--- src/rtl/array_9_fifo.sv ---
// 32x4 ready/valid FIFO controller driving one array_9_ext single-port SRAM, with a 2-entry output buffer.
// Optional RAM bypass when the FIFO is drained: define ARRAY_9_FIFO_BYPASS_EN.
module array_9_fifo (
    input  logic       clock,
    input  logic       reset_n,
    input  logic       enq_valid,
    output logic       enq_ready,
    input  logic [3:0] enq_bits,
    output logic       deq_valid,
    input  logic       deq_ready,
    output logic [3:0] deq_bits,
    output logic [4:0] mem_addr,
    output logic       mem_en,
    output logic       mem_wmode,
    output logic [3:0] mem_wmask,
    output logic [3:0] mem_wdata,
    input  logic [3:0] mem_rdata,
    output logic [5:0] count
);

    logic [4:0] r_wrPtr;
    logic [4:0] r_rdPtr;
    logic [5:0] r_ramCnt;
    logic       r_inflight;
    logic [1:0] r_bufCnt;
    logic [3:0] r_buf0;
    logic [3:0] r_buf1;

    logic       w_rdIssue;
    logic       w_bypassOk;
    logic       w_enqFire;
    logic       w_ramWrite;
    logic       w_bypassFire;
    logic       w_push;
    logic       w_pop;
    logic [3:0] w_pushData;
    logic [1:0] w_bufCntNext;
    logic [3:0] w_buf0Next;
    logic [3:0] w_buf1Next;

    // A read is only launched when the buffer is guaranteed a free slot on its return.
    assign w_rdIssue = (r_ramCnt != 6'd0) &&
                       (({1'b0, r_bufCnt} + {2'b00, r_inflight}) < 3'd2);

`ifdef ARRAY_9_FIFO_BYPASS_EN
    assign w_bypassOk = (r_ramCnt == 6'd0) && !r_inflight && (r_bufCnt < 2'd2);
`else
    assign w_bypassOk = 1'b0;
`endif

    assign enq_ready    = !w_rdIssue && ((r_ramCnt < 6'd32) || w_bypassOk);
    assign w_enqFire    = enq_valid && enq_ready;
    assign w_bypassFire = w_enqFire && w_bypassOk;
    assign w_ramWrite   = w_enqFire && !w_bypassOk;

    assign mem_en    = w_rdIssue || w_ramWrite;
    assign mem_wmode = !w_rdIssue && w_ramWrite;
    assign mem_addr  = w_rdIssue ? r_rdPtr : r_wrPtr;
    assign mem_wmask = 4'hF;
    assign mem_wdata = enq_bits;

    // Return and bypass can never coincide: bypass requires no read in flight.
    assign w_push     = r_inflight || w_bypassFire;
    assign w_pushData = r_inflight ? mem_rdata : enq_bits;
    assign w_pop      = deq_ready && (r_bufCnt != 2'd0);

    assign deq_valid = (r_bufCnt != 2'd0);
    assign deq_bits  = r_buf0;
    assign count     = r_ramCnt + {5'b00000, r_inflight} + {4'b0000, r_bufCnt};

    always_comb begin
        w_bufCntNext = r_bufCnt;
        w_buf0Next   = r_buf0;
        w_buf1Next   = r_buf1;
        case ({w_push, w_pop})
            2'b10: begin
                if (r_bufCnt == 2'd0) begin
                    w_buf0Next = w_pushData;
                end else begin
                    w_buf1Next = w_pushData;
                end
                w_bufCntNext = r_bufCnt + 2'd1;
            end
            2'b01: begin
                w_buf0Next   = r_buf1;
                w_bufCntNext = r_bufCnt - 2'd1;
            end
            2'b11: begin
                if (r_bufCnt == 2'd1) begin
                    w_buf0Next = w_pushData;
                end else begin
                    w_buf0Next = r_buf1;
                    w_buf1Next = w_pushData;
                end
            end
            default: ;
        endcase
    end

    always_ff @(posedge clock or negedge reset_n) begin
        if (!reset_n) begin
            r_wrPtr    <= 5'd0;
            r_rdPtr    <= 5'd0;
            r_ramCnt   <= 6'd0;
            r_inflight <= 1'b0;
            r_bufCnt   <= 2'd0;
            r_buf0     <= 4'h0;
            r_buf1     <= 4'h0;
        end else begin
            r_inflight <= w_rdIssue;
            r_bufCnt   <= w_bufCntNext;
            r_buf0     <= w_buf0Next;
            r_buf1     <= w_buf1Next;
            if (w_rdIssue) begin
                r_rdPtr  <= r_rdPtr + 5'd1;
                r_ramCnt <= r_ramCnt - 6'd1;
            end else if (w_ramWrite) begin
                r_wrPtr  <= r_wrPtr + 5'd1;
                r_ramCnt <= r_ramCnt + 6'd1;
            end
        end
    end

endmodule

--- config.mk ---
export PLATFORM = sky130hd
export DESIGN_NAME = array_9_fifo
export DESIGN_NICKNAME = d
export VERILOG_FILES = /design/src/rtl/array_9_fifo.sv
export SDC_FILE = /design/constraint.sdc
export NUM_CORES = 1
export LEC_CHECK = 0
export CAP_MARGIN = 20
export CORE_ASPECT_RATIO = 1.25
export CORE_MARGIN = 4
export CORE_UTILIZATION = 32
export CTS_CLUSTER_SIZE = 30
export DETAILED_ROUTE_END_ITERATION = 10
export GPL_TIMING_DRIVEN = 1
export PLACE_DENSITY_LB_ADDON = 0.3
export SYNTH_ARGS = -nofsm -noshare
export SYNTH_HDL_FRONTEND = slang
export SYNTH_SLANG_ARGS = --single-unit
--- constraint.sdc ---
create_clock -name clock -period 3.3 [get_ports clock]
set_clock_uncertainty 0.1 [all_clocks]
set_input_delay 0.33 -clock clock [delete_from_list [all_inputs] [get_ports clock]]
set_output_delay 0.33 -clock clock [all_outputs]
set_load 0.005 [all_outputs]
==> flow_summary.json <==
{
  "outcome": "complete, no violations",
  "grt_busiest_layer": "met2",
  "p_seq_share_pct": 28.2,
  "tightestPinTransition_ps": 550,
  "synth_top_area_share_pct": 40.2,
  "final-setup-viol-count": 0,
  "drt-initial-drc-count": 34,
  "worstPathMaxFanout": 4,
  "syn_avg_cell_area_um2": 10.1,
  "yosys_warnings": 0,
  "clockBufferDepth": 2,
  "drcViolationCount": 0,
  "synth_seq_cells": 27,
  "die-height_um": 89.1,
  "cts_max_level": 1,
  "area_growth_pct": 26.9,
  "start_kind": "register",
  "ir_drop_mv": 0.481,
  "initial_utilization_pct": 33.1,
  "pre_cts_slack_ps": 288,
  "yosysTopAreaCell": "dfrtp_1",
  "intPower_mw": 1.43,
  "comb_power_share_pct": 63.4,
  "yosys.area_share.simple_pct": 13.7,
  "stdcell_count": 265,
  "drt_pre_antenna_iters": 4,
  "fmax_mhz": 338,
  "io_pins": 39,
  "drt-total-wl_um": 3290,
  "cts_root_buf": "clkbuf_8",
  "dp.cells": 259,
  "r2r_start": "r_ramCnt[3]$_DFFE_PN0P_",
  "required_ps": 2870,
  "path_clk_slew_ps": 100,
  "setup_tns_ps": 0,
  "slew_headroom_pct": 63.3,
  "rsz0062_at_grt": "no",
  "core_area_um2": 5080,
  "cts.sinks": 27,
  "avgRoutedWirePerCell_um": 12.4,
  "tritoncts": "built",
  "swShare_pct": 39.2,
  "cp_num_buf_inv": 2,
  "post_route_cells_drive_above_1_share_pct": 14.3,
  "fin_crit_sh_pct": 89.6,
  "hold_class": "input port to asynchronous set/reset pin",
  "maxCapViolCount": 0,
  "antenna_left": 0,
  "vias": 1239,
  "p_leak_nw": 0.972,
  "grt_antenna_before_repair": 0,
  "synth-seq-area-share_pct": 40.2,
  "power.total_mw": 2.35,
  "die_w_um": 72.8,
  "grt_use_met2_pct": 19.5,
  "ff2ff_setup_slack_ps": 600,
  "synth.area.top_cells": "dfrtp_1 40%, ha_1 7.4%, xnor2_1 7.3%, nand2_1 6.5%, mux2_2 6.0%",
  "use_met3_pct": 2.81,
  "diodes": 0,
  "cts_hold_repair.buffers": 0,
  "power_density_nw_per_um2": 1100,
  "grt_pass1_wl_um": 5530,
  "cts_buffers": 3,
  "die_area_um2": 6490,
  "grt_overflow_total": 0,
  "grt_max_degree": 28,
  "final_cell_area_um2": 2130,
  "ys_types": 35,
  "critPathKind": "register to primary output",
  "power_switching_mw": 0.922,
  "row_count": 29,
  "pwr-share-clk_pct": 8.4,
  "maxSlewViolCount": 0,
  "hold_viol_final": 0,
  "grt_usage_pct": 11.0,
  "mappedNetlistArea_um2": 1680,
  "synth_fa_ha_area_share_pct": 9.82,
  "finalWeightedCongestion": 0.727,
  "hpwl_um": 2500,
  "via_per_inst": 4.68,
  "dpl_cell_area_um2": 2070,
  "cp-end-kind": "primary output",
  "io_buffers": 34,
  "arrival_ps": 2530,
  "synthMuxAreaShare_pct": 8.71,
  "path_delay_family": "simple AND/OR/NAND/NOR gates",
  "met1_usage_pct": 12.7,
  "synth_xor_area_share_pct": 9.37,
  "critPathLaunch": "r_ramCnt[3]$_DFFE_PN0P_",
  "fill_cells": 518,
  "cp_slowest_cell": "or4_4",
  "slowest_delay_ps": 570,
  "synth-compound-area-share_pct": 9.75,
  "synth_top_family_by_area": "simple AND/OR/NAND/NOR gates",
  "final_nets": 228,
  "path_cells": "or4_4 -> o31ai_4 -> ha_2 -> buf_4 -> nand2_1 -> nand2_2 -> clkdlybuf4s50_1",
  "setup_slack_ps": 343,
  "clock_latency_ps": 280,
  "grt_pass1_vias": 1220,
  "final_cell_mix": "33 x clkdlybuf4s50_1, 29 x nand2_1, 27 x dfrtp_1",
  "final_common_cell": "clkdlybuf4s50_1",
  "layout_min_cycle_time_ps": 2960,
  "syn_inst": 166
}
## area by class of cell
type | instances | area (um2) | share of cell area, %
clock buffer | 3 | 41.3 | 1.93
clock inverter | 1 | 7.51 | 0.352
inverter | 11 | 41.3 | 1.93
multi-input combinational | 118 | 881 | 41.3
sequential | 27 | 676 | 31.7
tap | 62 | 77.6 | 3.63
timing repair buffer | 43 | 410 | 19.2
## metrics by stage
| stage | hold WS, ps | utilization [%] |
|---|---|---|
| after global routing | 351 | 42.0 |
| after detailed placement | 366 | 40.7 |
| after floorplan | -65.6 | - |
| after global placement | 362 | 40.7 |
| final | 329 | 42.0 |
| after CTS | 339 | 42.0 |
## path summary, 6_finish.rpt
check                                     endpoint  cells past startpoint
max                                         mem_en                      7
max reg2reg                 r_wrPtr[1]$_DFFE_PN0P_                      7
max in group asynchronous  r_bufCnt[1]$_DFFE_PN0P_                      2
min in group clock          r_wrPtr[4]$_DFFE_PN0P_                      1
min                        deq_bits[0]$_DFFE_PN0P_                      2
min reg2reg                 r_wrPtr[4]$_DFFE_PN0P_                      1
## synth_stat cells
cell type,n
o2111ai_1,1
xnor2_1,14
a31oi_1,1
nand2_1,29
o21ai_0,8
clkbuf_1,2
or4_4,1
nor2b_1,2
buf_6,2
a22oi_1,4
o31ai_4,1
inv_1,10
and3_1,3
a22o_1,1
nor3_1,1
nand3_1,3
nand4_1,4
mux2_4,1
nor2_1,2
a21o_1,2
mux2_2,9
mux2i_1,3
o22ai_2,1
dfrtp_1,27
buf_4,9
a21oi_1,3
conb_1,1
o22ai_1,1
ha_1,10
xor2_1,4
fa_1,2
and4_1,1
or4bb_1,1
inv_2,1
nand2_2,1
## metal layers
layer | vias to the layer above | routed length (um)
li1 | 628 | -
met1 | 578 | 1390
met2 | 29 | 1630
met3 | 4 | 224
met4 | 0 | 50
met5 | - | 0
## flip-flops by register name, summed over array words and instances, names as in the netlist
name        flops
r_wrPtr         5
r_inflight      1
deq_bits        4
r_rdPtr         5
r_bufCnt        2
r_ramCnt        6
r_buf1          4
## worst register-to-register path: cells and delay by family, from the launching register on
family	cells	cell delay [ps]
AO/OA/AOI/OAI	2	350
multiplexers	1	330
adder cells (fa/ha/maj)	1	210
AND/OR/NAND/NOR	2	1060
flip-flops	1	390
buffers and inverters	1	170
## repair_timing
action / 4_1_cts / 5_1_grt
resized for setup: 1 / 1
pin swaps: 1 / 0
setup buffers: 2 / 0
endpoints found under the setup margin: 1 / 1
## logic make-up after synthesis
logic type               after synthesis
AND/OR/NAND/NOR                       48
multiplexers                          13
other                                  1
AO/OA/AOI/OAI                         23
buffers and inverters                 24
XOR/XNOR                              18
adder cells (fa/ha/maj)               12
flip-flops                            27
## power by group through the flow
stage | clock network [mW] | logic, mW | registers (mW)
2_1_floorplan | 0 | 0.929 | 0.641
3_3_place_gp | 0 | 1.49 | 0.672
3_5_place_dp | 0 | 1.49 | 0.678
4_1_cts | 0.206 | 1.52 | 0.667
5_1_grt | 0.224 | 1.68 | 0.693
6_report | 0.197 | 1.49 | 0.665
(Power assumes the default switching activity.)
